<file path="src/rtl/reversalmb_module.sv">
// reversalmb_module: MBINIT REVERSALMB stage, sideband handshake with one lane-reversal retry.
// Optional response timeout is built when REVERSALMB_TIMEOUT_EN is defined.
module reversalmb_module #(
    parameter logic [19:0] TIMEOUT_CYCLES = 20'd800000
) (
    input  logic        CLK,
    input  logic        rst_n,
    input  logic        i_MBINIT_REVERSALMB_en,
    input  logic [3:0]  i_RX_SbMessage,
    input  logic        i_msg_valid,
    input  logic        i_Busy_SideBand,
    input  logic        i_falling_edge_busy,
    input  logic [15:0] i_RX_lane_result,
    input  logic        i_pattern_done,
    output logic [3:0]  o_TX_SbMessage,
    output logic        o_ValidOutData_REVERSALMB,
    output logic        o_pattern_en,
    output logic        o_lane_reversal,
    output logic        o_MBINIT_REVERSALMB_end,
    output logic        o_trainerror
);
    typedef enum logic [4:0] {
        IDLE, CHK_INIT, SEND_INIT, WAIT_INIT, CHK_CLR, SEND_CLR, WAIT_CLR,
        CHK_RES, SEND_RES, WAIT_RES, CHK_DONE, SEND_DONE, WAIT_DONE,
        PATTERN, EVAL, END, ERROR
    } state_t;

    state_t      state, nxt;
    logic        tried, tried_d, rev_d, sent, waiting, tmo_hit, valid_d;
    logic [3:0]  rsp, tx_d;
    logic [15:0] result_q;
    logic [4:0]  ones;

    assign rsp     = i_msg_valid ? i_RX_SbMessage : 4'b0000;
    assign sent    = i_falling_edge_busy & ~i_Busy_SideBand;
    assign ones    = 5'($countones(result_q));
    assign waiting = state inside {WAIT_INIT, WAIT_CLR, WAIT_RES, WAIT_DONE};

`ifdef REVERSALMB_TIMEOUT_EN
    logic [19:0] tmo_cnt;
    assign tmo_hit = waiting && tmo_cnt >= TIMEOUT_CYCLES - 20'd1;
    always_ff @(posedge CLK or negedge rst_n) begin
        if (!rst_n) tmo_cnt <= '0;
        else if (nxt != state) tmo_cnt <= '0;
        else if (waiting) tmo_cnt <= tmo_cnt + 20'd1;
    end
`else
    assign tmo_hit = 1'b0;
`endif

    always_comb begin
        nxt     = state;
        rev_d   = o_lane_reversal;
        tried_d = tried;
        if (!i_MBINIT_REVERSALMB_en) begin
            nxt     = IDLE;
            rev_d   = 1'b0;
            tried_d = 1'b0;
        end else begin
            case (state)
                IDLE:      nxt = CHK_INIT;
                CHK_INIT:  nxt = i_Busy_SideBand ? CHK_INIT : SEND_INIT;
                SEND_INIT: nxt = sent ? WAIT_INIT : SEND_INIT;
                WAIT_INIT: nxt = rsp == 4'b0010 ? CHK_CLR : tmo_hit ? ERROR : WAIT_INIT;
                CHK_CLR:   nxt = i_Busy_SideBand ? CHK_CLR : SEND_CLR;
                SEND_CLR:  nxt = sent ? WAIT_CLR : SEND_CLR;
                WAIT_CLR:  nxt = rsp == 4'b0100 ? PATTERN : tmo_hit ? ERROR : WAIT_CLR;
                PATTERN:   nxt = i_pattern_done ? CHK_RES : PATTERN;
                CHK_RES:   nxt = i_Busy_SideBand ? CHK_RES : SEND_RES;
                SEND_RES:  nxt = sent ? WAIT_RES : SEND_RES;
                WAIT_RES:  nxt = rsp == 4'b0110 ? EVAL : tmo_hit ? ERROR : WAIT_RES;
                EVAL: begin
                    if (ones >= 5'd9) nxt = CHK_DONE;
                    else if (!tried) begin
                        nxt     = CHK_CLR;
                        rev_d   = 1'b1;
                        tried_d = 1'b1;
                    end else nxt = ERROR;
                end
                CHK_DONE:  nxt = i_Busy_SideBand ? CHK_DONE : SEND_DONE;
                SEND_DONE: nxt = sent ? WAIT_DONE : SEND_DONE;
                WAIT_DONE: nxt = rsp == 4'b1000 ? END : tmo_hit ? ERROR : WAIT_DONE;
                default:   nxt = state;
            endcase
        end
    end

    // Outputs are registered from the next state, so the strobe lands on the first SEND cycle
    assign tx_d = nxt == SEND_INIT ? 4'b0001 :
                  nxt == SEND_CLR  ? 4'b0011 :
                  nxt == SEND_RES  ? 4'b0101 :
                  nxt == SEND_DONE ? 4'b0111 : 4'b0000;
    assign valid_d = tx_d != 4'b0000 && nxt != state;

    always_ff @(posedge CLK or negedge rst_n) begin
        if (!rst_n) begin
            state                     <= IDLE;
            tried                     <= 1'b0;
            result_q                  <= '0;
            o_TX_SbMessage            <= 4'b0000;
            o_ValidOutData_REVERSALMB <= 1'b0;
            o_pattern_en              <= 1'b0;
            o_lane_reversal           <= 1'b0;
            o_MBINIT_REVERSALMB_end   <= 1'b0;
            o_trainerror              <= 1'b0;
        end else begin
            state                     <= nxt;
            tried                     <= tried_d;
            o_TX_SbMessage            <= tx_d;
            o_ValidOutData_REVERSALMB <= valid_d;
            o_pattern_en              <= nxt == PATTERN;
            o_lane_reversal           <= rev_d;
            o_MBINIT_REVERSALMB_end   <= nxt == END;
            o_trainerror              <= nxt == ERROR;
            if (state == WAIT_RES && nxt == EVAL) result_q <= i_RX_lane_result;
        end
    end
endmodule
</file>
<file path="config.mk">
export PLATFORM = sky130hd
export DESIGN_NAME = reversalmb_module
export DESIGN_NICKNAME = d
export VERILOG_FILES = /design/src/rtl/reversalmb_module.sv
export SDC_FILE = /design/constraint.sdc
export NUM_CORES = 1
export LEC_CHECK = 0
export BUFFER_PORTS_ARGS = -buffer_cell sky130_fd_sc_hd__buf_2
export CAP_MARGIN = 5
export CORE_UTILIZATION = 45
export CTS_BUF_LIST = sky130_fd_sc_hd__clkbuf_4 sky130_fd_sc_hd__clkbuf_8 sky130_fd_sc_hd__clkbuf_16
export DETAILED_ROUTE_END_ITERATION = 8
export HOLD_SLACK_MARGIN = 0.12
export PLACE_DENSITY = 0.66
export RECOVER_POWER = 25
export SYNTH_ARGS = -nofsm -noshare
export SYNTH_HDL_FRONTEND = slang
export SYNTH_SLANG_ARGS = --single-unit
</file>
<file path="constraint.sdc">
create_clock -name CLK -period 10 [get_ports CLK]
set_clock_uncertainty 0.2 [all_clocks]
set_input_delay 1 -clock CLK [delete_from_list [all_inputs] [get_ports CLK]]
set_output_delay 1 -clock CLK [all_outputs]
set_load 0.01 [all_outputs]
</file>
# After elaboration in Yosys (flattened, before gate mapping)
# Index checks and enable logic that the tools add are counted.
dict set report word_totals {
  input_bits 27
  elab_cells 92
  reg_bits 30
  output_inout_bits 9
}
dict set report op_classes {
  magnitude_cmp 1
  add_sub_neg 15
  n_mux 29
  n_eq_ne 30
  n_reduce_logical 6
  bitwise_logic 2
}
# cell count
set op_table {}
lappend op_table {{$pmux 5 s15} 1}
lappend op_table {{$eq 5x4->1 const B} 12}
lappend op_table {{$eq 5x3->1 const B} 5}
lappend op_table {{$mux 3} 7}
lappend op_table {{$add 1x1->2} 8}
lappend op_table {{$mux 4} 4}
lappend op_table {{$eq 5x2->1 const B} 3}
lappend op_table {{$mux 5} 3}
lappend op_table {{$add 2x2->3} 4}
lappend op_table {{$mux 1} 11}
lappend op_table {{$add 3x3->4} 2}
lappend op_table {{$eq 4x3->1 const B} 2}
lappend op_table {{$mux 2} 3}
lappend op_table {{$add 4x4->5} 1}
lappend op_table {{$eq 5x1->1 const B} 1}
lappend op_table {{$eq 5x5->1 const B} 1}
lappend op_table {{$ge 5x4->1 const B} 1}
lappend op_table {{$logic_not 5->1} 1}
lappend op_table {{$ne 5x5->1} 1}
lappend op_table {{$eq 4x2->1 const B} 1}
lappend op_table {{$eq 4x4->1 const B} 1}
lappend op_table {{$ne 2x2->1 const B} 2}
lappend op_table {{$reduce_bool 4->1} 1}
lappend op_table {{$reduce_and 3->1} 1}
lappend op_table {{5 further kinds} 6}

# Depth between registers and ports, before layout
dict set report logic_depth {
  word_depth 15
  mapped_depth 17
}

# Worst setup path after synthesis
# No wires, ideal clock.
dict set report synth_timing {
  path_kind {register -> register}
  from {reg result_q[0]}
  to {reg result_q[10]}
  required_ps 9675
  stages_incl_launch_ff 18
  setup_time_ps 125
  period_less_slack_ps 4982
  n_path_buf 1
  t_arrival_ps 4657
  setup_slack_ps 5018
  path_cell_list {dfrtp_1 > inv_1 > fa_1 > fa_1 > fa_1 > fa_1 > inv_1 > ha_1 > inv_1 > fa_1 > and3_1 > a211oi_1 > o22ai_1 > a211oi_1 > a211oi_4 > nand3b_4 > buf_6 > mux2_4}
}
dict set report synth_via {
  elab_chain_cells 10
}
# element line_no
set synth_lines {}
lappend synth_lines {{start, declared} 31} ;# logic [15:0] result_q;
lappend synth_lines {{start signal, assigned} 115} ;# if (state == WAIT_RES && nxt == EVAL) result_q <= i_RX_lane_result;
lappend synth_lines {{$add 1x1->2 (not written as such)} 36} ;# assign ones = 5'($countones(result_q));
lappend synth_lines {{$add 2x2->3 (not written as such)} 36}
lappend synth_lines {{$add 3x3->4 (not written as such)} 36}
lappend synth_lines {{$add 4x4->5 (not written as such)} 36}
lappend synth_lines {{$ge 5x4->1} 73} ;# if (ones >= 5'd9) nxt = CHK_DONE;
lappend synth_lines {{$mux 5} 73}
lappend synth_lines {{$pmux 5 s15} 60} ;# case (state)
lappend synth_lines {{$mux 5} 55} ;# if (!i_MBINIT_REVERSALMB_en) begin
lappend synth_lines {{via nxt[2]} 28} ;# state_t state, nxt;
lappend synth_lines {{$eq 5x4->1} 115}
lappend synth_lines {{$logic_and 1x1->1} 115}
# The timed path passes the listed nets, and every way through them passes these cells.
# A chain may end at the register's enable or synchronous reset.

# Worst setup path in the final report
dict set report layout_timing {
  from {reg result_q[0]}
  to {reg result_q[14]}
}
# The elaborated chain is that of the path after synthesis.

==> results.json <==
{
  "status": "complete, but fails checks",
  "violations": "max-capacitance violations, max-slew violations",
  "hold_path.class": "register to register",
  "cp.arrival_ps": 5270,
  "irDropWorstVdd_v": 0.000109,
  "hold_viol_final": 0,
  "final.setup.tns_ps": 0,
  "powerDensity_nw_per_um2": 121,
  "htree_levels": 2,
  "cp-start-kind": "register",
  "clock_power_share": 0.421,
  "post-cts-setup-buffer-count": 0,
  "ys_seq_area_frac": 0.357,
  "route.detailed.drc": 0,
  "synth_area_um2": 2100,
  "cts_resized": 0,
  "period_needed_ps": 5300,
  "antennaDiodeCount": 0,
  "grt-ovfl-total": 0,
  "io_buffers": 34,
  "critPathCaptureType": "register",
  "cp_slowest_stage_delay_ps": 570,
  "place.gp.congestion": 0.840,
  "switching_share": 0.261,
  "final_cell_area_um2": 2400,
  "grt_usage": 0.179,
  "maxSlewHeadroom": -0.0607,
  "antenna_found_initial": 0,
  "die_h_um": 70.3,
  "synthesis.nets": 243,
  "wl_per_cell_um": 13.7,
  "cts_made_buffers": 5,
  "layout_commonest_cell": "buf_2",
  "core-area_um2": 4410,
  "avgSynthCellArea_um2": 10.5,
  "crit_type": "register to register",
  "start_util": 0.476,
  "num_rows": 24,
  "grt_pass1_vias": 1571,
  "clk_latency_ps": 280,
  "power.total_uw": 289,
  "clk_path_buf_depth": 2,
  "synthesis.instances": 201,
  "dp.cells": 280,
  "fin_util": 0.543,
  "async_flop_share": 1.00,
  "postCtsHoldBufs": 0,
  "clk_pin_slew_ps": 70,
  "ys_seq_elements": 30,
  "yosysUniqueCellTypes": 60,
  "die_x_um": 70.3,
  "die_area_um2": 4950,
  "dr.first_iter.drc_count": 62,
  "dpl.hpwl_um": 2980,
  "pwr-share-comb": 0.133,
  "grt_max_degree": 31,
  "layout_common_cells": "buf_2, dfrtp_1, inv_1",
  "worstPathCellList": "inv_1, fa_1, fa_1, fa_1, fa_1, inv_1, ha_1, inv_1, fa_1, and3_1, a211oi_1, o22ai_1, a211oi_1, a211oi_4, nand3b_4, mux2_1",
  "fin_crit_sh": 0.530,
  "path_common_cell": "fa_1",
  "ant_nets": 0,
  "cts_root_buf": "clkbuf_8",
  "layout-drive-gt1-share": 0.263,
  "finalSetupViolCount": 0,
  "io_pins": 36,
  "dp_slack_ps": 4700,
  "internal_power_uw": 214,
  "grt_pass1_wl_um": 6980,
  "setup_ws_ps": 4700,
  "synth_flop_cell": "dfrtp_1",
  "crit_fanout": 16,
  "rsz0062_at_grt": "false",
  "dpl_cell_area_um2": 2290,
  "viasPerCell": 5.48,
  "ys_warn_count": 0,
  "synth_edf_count": 0,
  "worst_slew_pin_slew_ps": 1590,
  "cts_tree": "yes",
  "dr.pass1.iters": 4,
  "area_growth_pct": 14.1,
  "nNetsFinal": 277,
  "wirelength_um": 3930,
  "sequentialPowerShare": 0.446,
  "dr_total_vias": 1579,
  "fin_cells": 288,
  "maxCapViolations": 1,
  "leakage_nw": 1.22,
  "worstPathRequired_ps": 9970,
  "crit_slowest_cell": "fa_1",
  "timing.hold.ws_ps": 292,
  "fmax_mhz": 189,
  "p_sw_uw": 75.3,
  "cts_sinks": 30,
  "report.final.slew_viol_count": 31
}
[cells in the mapped netlist, types with 2 or more instances]
master,instances,share of area
nand2_1,10,0.018
ha_1,5,0.030
nor4b_1,4,0.017
nor3_1,2,0.0048
mux2_4,10,0.071
and2_1,3,0.0089
o21ai_0,6,0.014
nor2_2,2,0.0060
o31a_1,2,0.0083
o22ai_1,2,0.0060
and3_1,3,0.0089
dfrtp_1,30,0.36
o21ai_1,3,0.0071
fa_1,10,0.095
a22oi_1,2,0.0071
nor2_1,10,0.018
buf_2,4,0.0095
nor2b_1,2,0.0060
nand4_1,3,0.0089
o211ai_1,2,0.0071
mux2_1,6,0.032
or3_1,2,0.0060
a211oi_1,3,0.011
nor4_1,2,0.0060
a21oi_1,4,0.0095
buf_4,2,0.0071
and4_1,2,0.0083
inv_1,29,0.052
nand2b_1,3,0.0089
a21o_1,3,0.011
[power groups by stage]
| stage | clock (mW) | combinational [mW] | sequential [mW] |
|---|---|---|---|
| floorplan | 0 | 0.0273 | 0.128 |
| global placement | 0 | 0.0387 | 0.131 |
| detailed placement | 0 | 0.0386 | 0.131 |
| CTS | 0.125 | 0.0388 | 0.129 |
| global route | 0.129 | 0.0427 | 0.129 |
| finish | 0.122 | 0.0386 | 0.129 |
[cell type report]
cell class,count,area (um2)
Tap cell,52,65.1
Clock inverter,3,40.0
Multi-Input combinational cell,133,1190
Timing Repair Buffer,34,169
Clock buffer,5,68.8
Sequential cell,30,751
Fill cell,391,2020
Inverter,31,116
[final timing paths]
kind                              from      endpoint  slack (ps)  cells after the start
max reg2reg                result_q[0]  result_q[14]        4700                     16
min in group asynchronous        rst_n   result_q[6]         910                      1
max                        result_q[0]  result_q[14]        4700                     16
min                        result_q[1]   result_q[1]         290                      1
max in group asynchronous        rst_n      state[0]        7770                      1
min reg2reg                result_q[1]   result_q[1]         290                      1
[state kept, by name, summed over array words and instances (netlist names)]
signal and cells:
result_q 16, state 5, o_TX_SbMessage 3, o_MBINIT_REVERSALMB_end 1
o_ValidOutData_REVERSALMB 1, o_lane_reversal 1, o_pattern_en 1, o_trainerror 1
tried 1
[routing by layer]
layer | vias up | track usage | wire length, um
met4 | 0 | 0.0733 | 71
met5 | - | 0 | 0
met1 | 770 | 0.234 | 1750
li1 | 765 | - | -
met2 | 35 | 0.275 | 1920
met3 | 9 | 0.0534 | 197
[kinds of logic after synthesis]
kind of cell               synth area share
and+or+nand+nor                       0.180
buffers and inverters                0.0774
muxes                                 0.114
xor gates and xnor gates            0.00833
other                               0.00178
DFF                                   0.357
adders and majority gates             0.125
AOI/OAI and AO/OA                     0.136
[critical path, delay by kind of cell (launching register included)]
kind,cells,cell delay [ps]
mux,1,360
compound gates,4,1070
buf+inv,3,180
flops,1,350
fa+ha+maj,6,2530
simple gates,2,480
No activity file was read; power rests on OpenSTA's default activity.
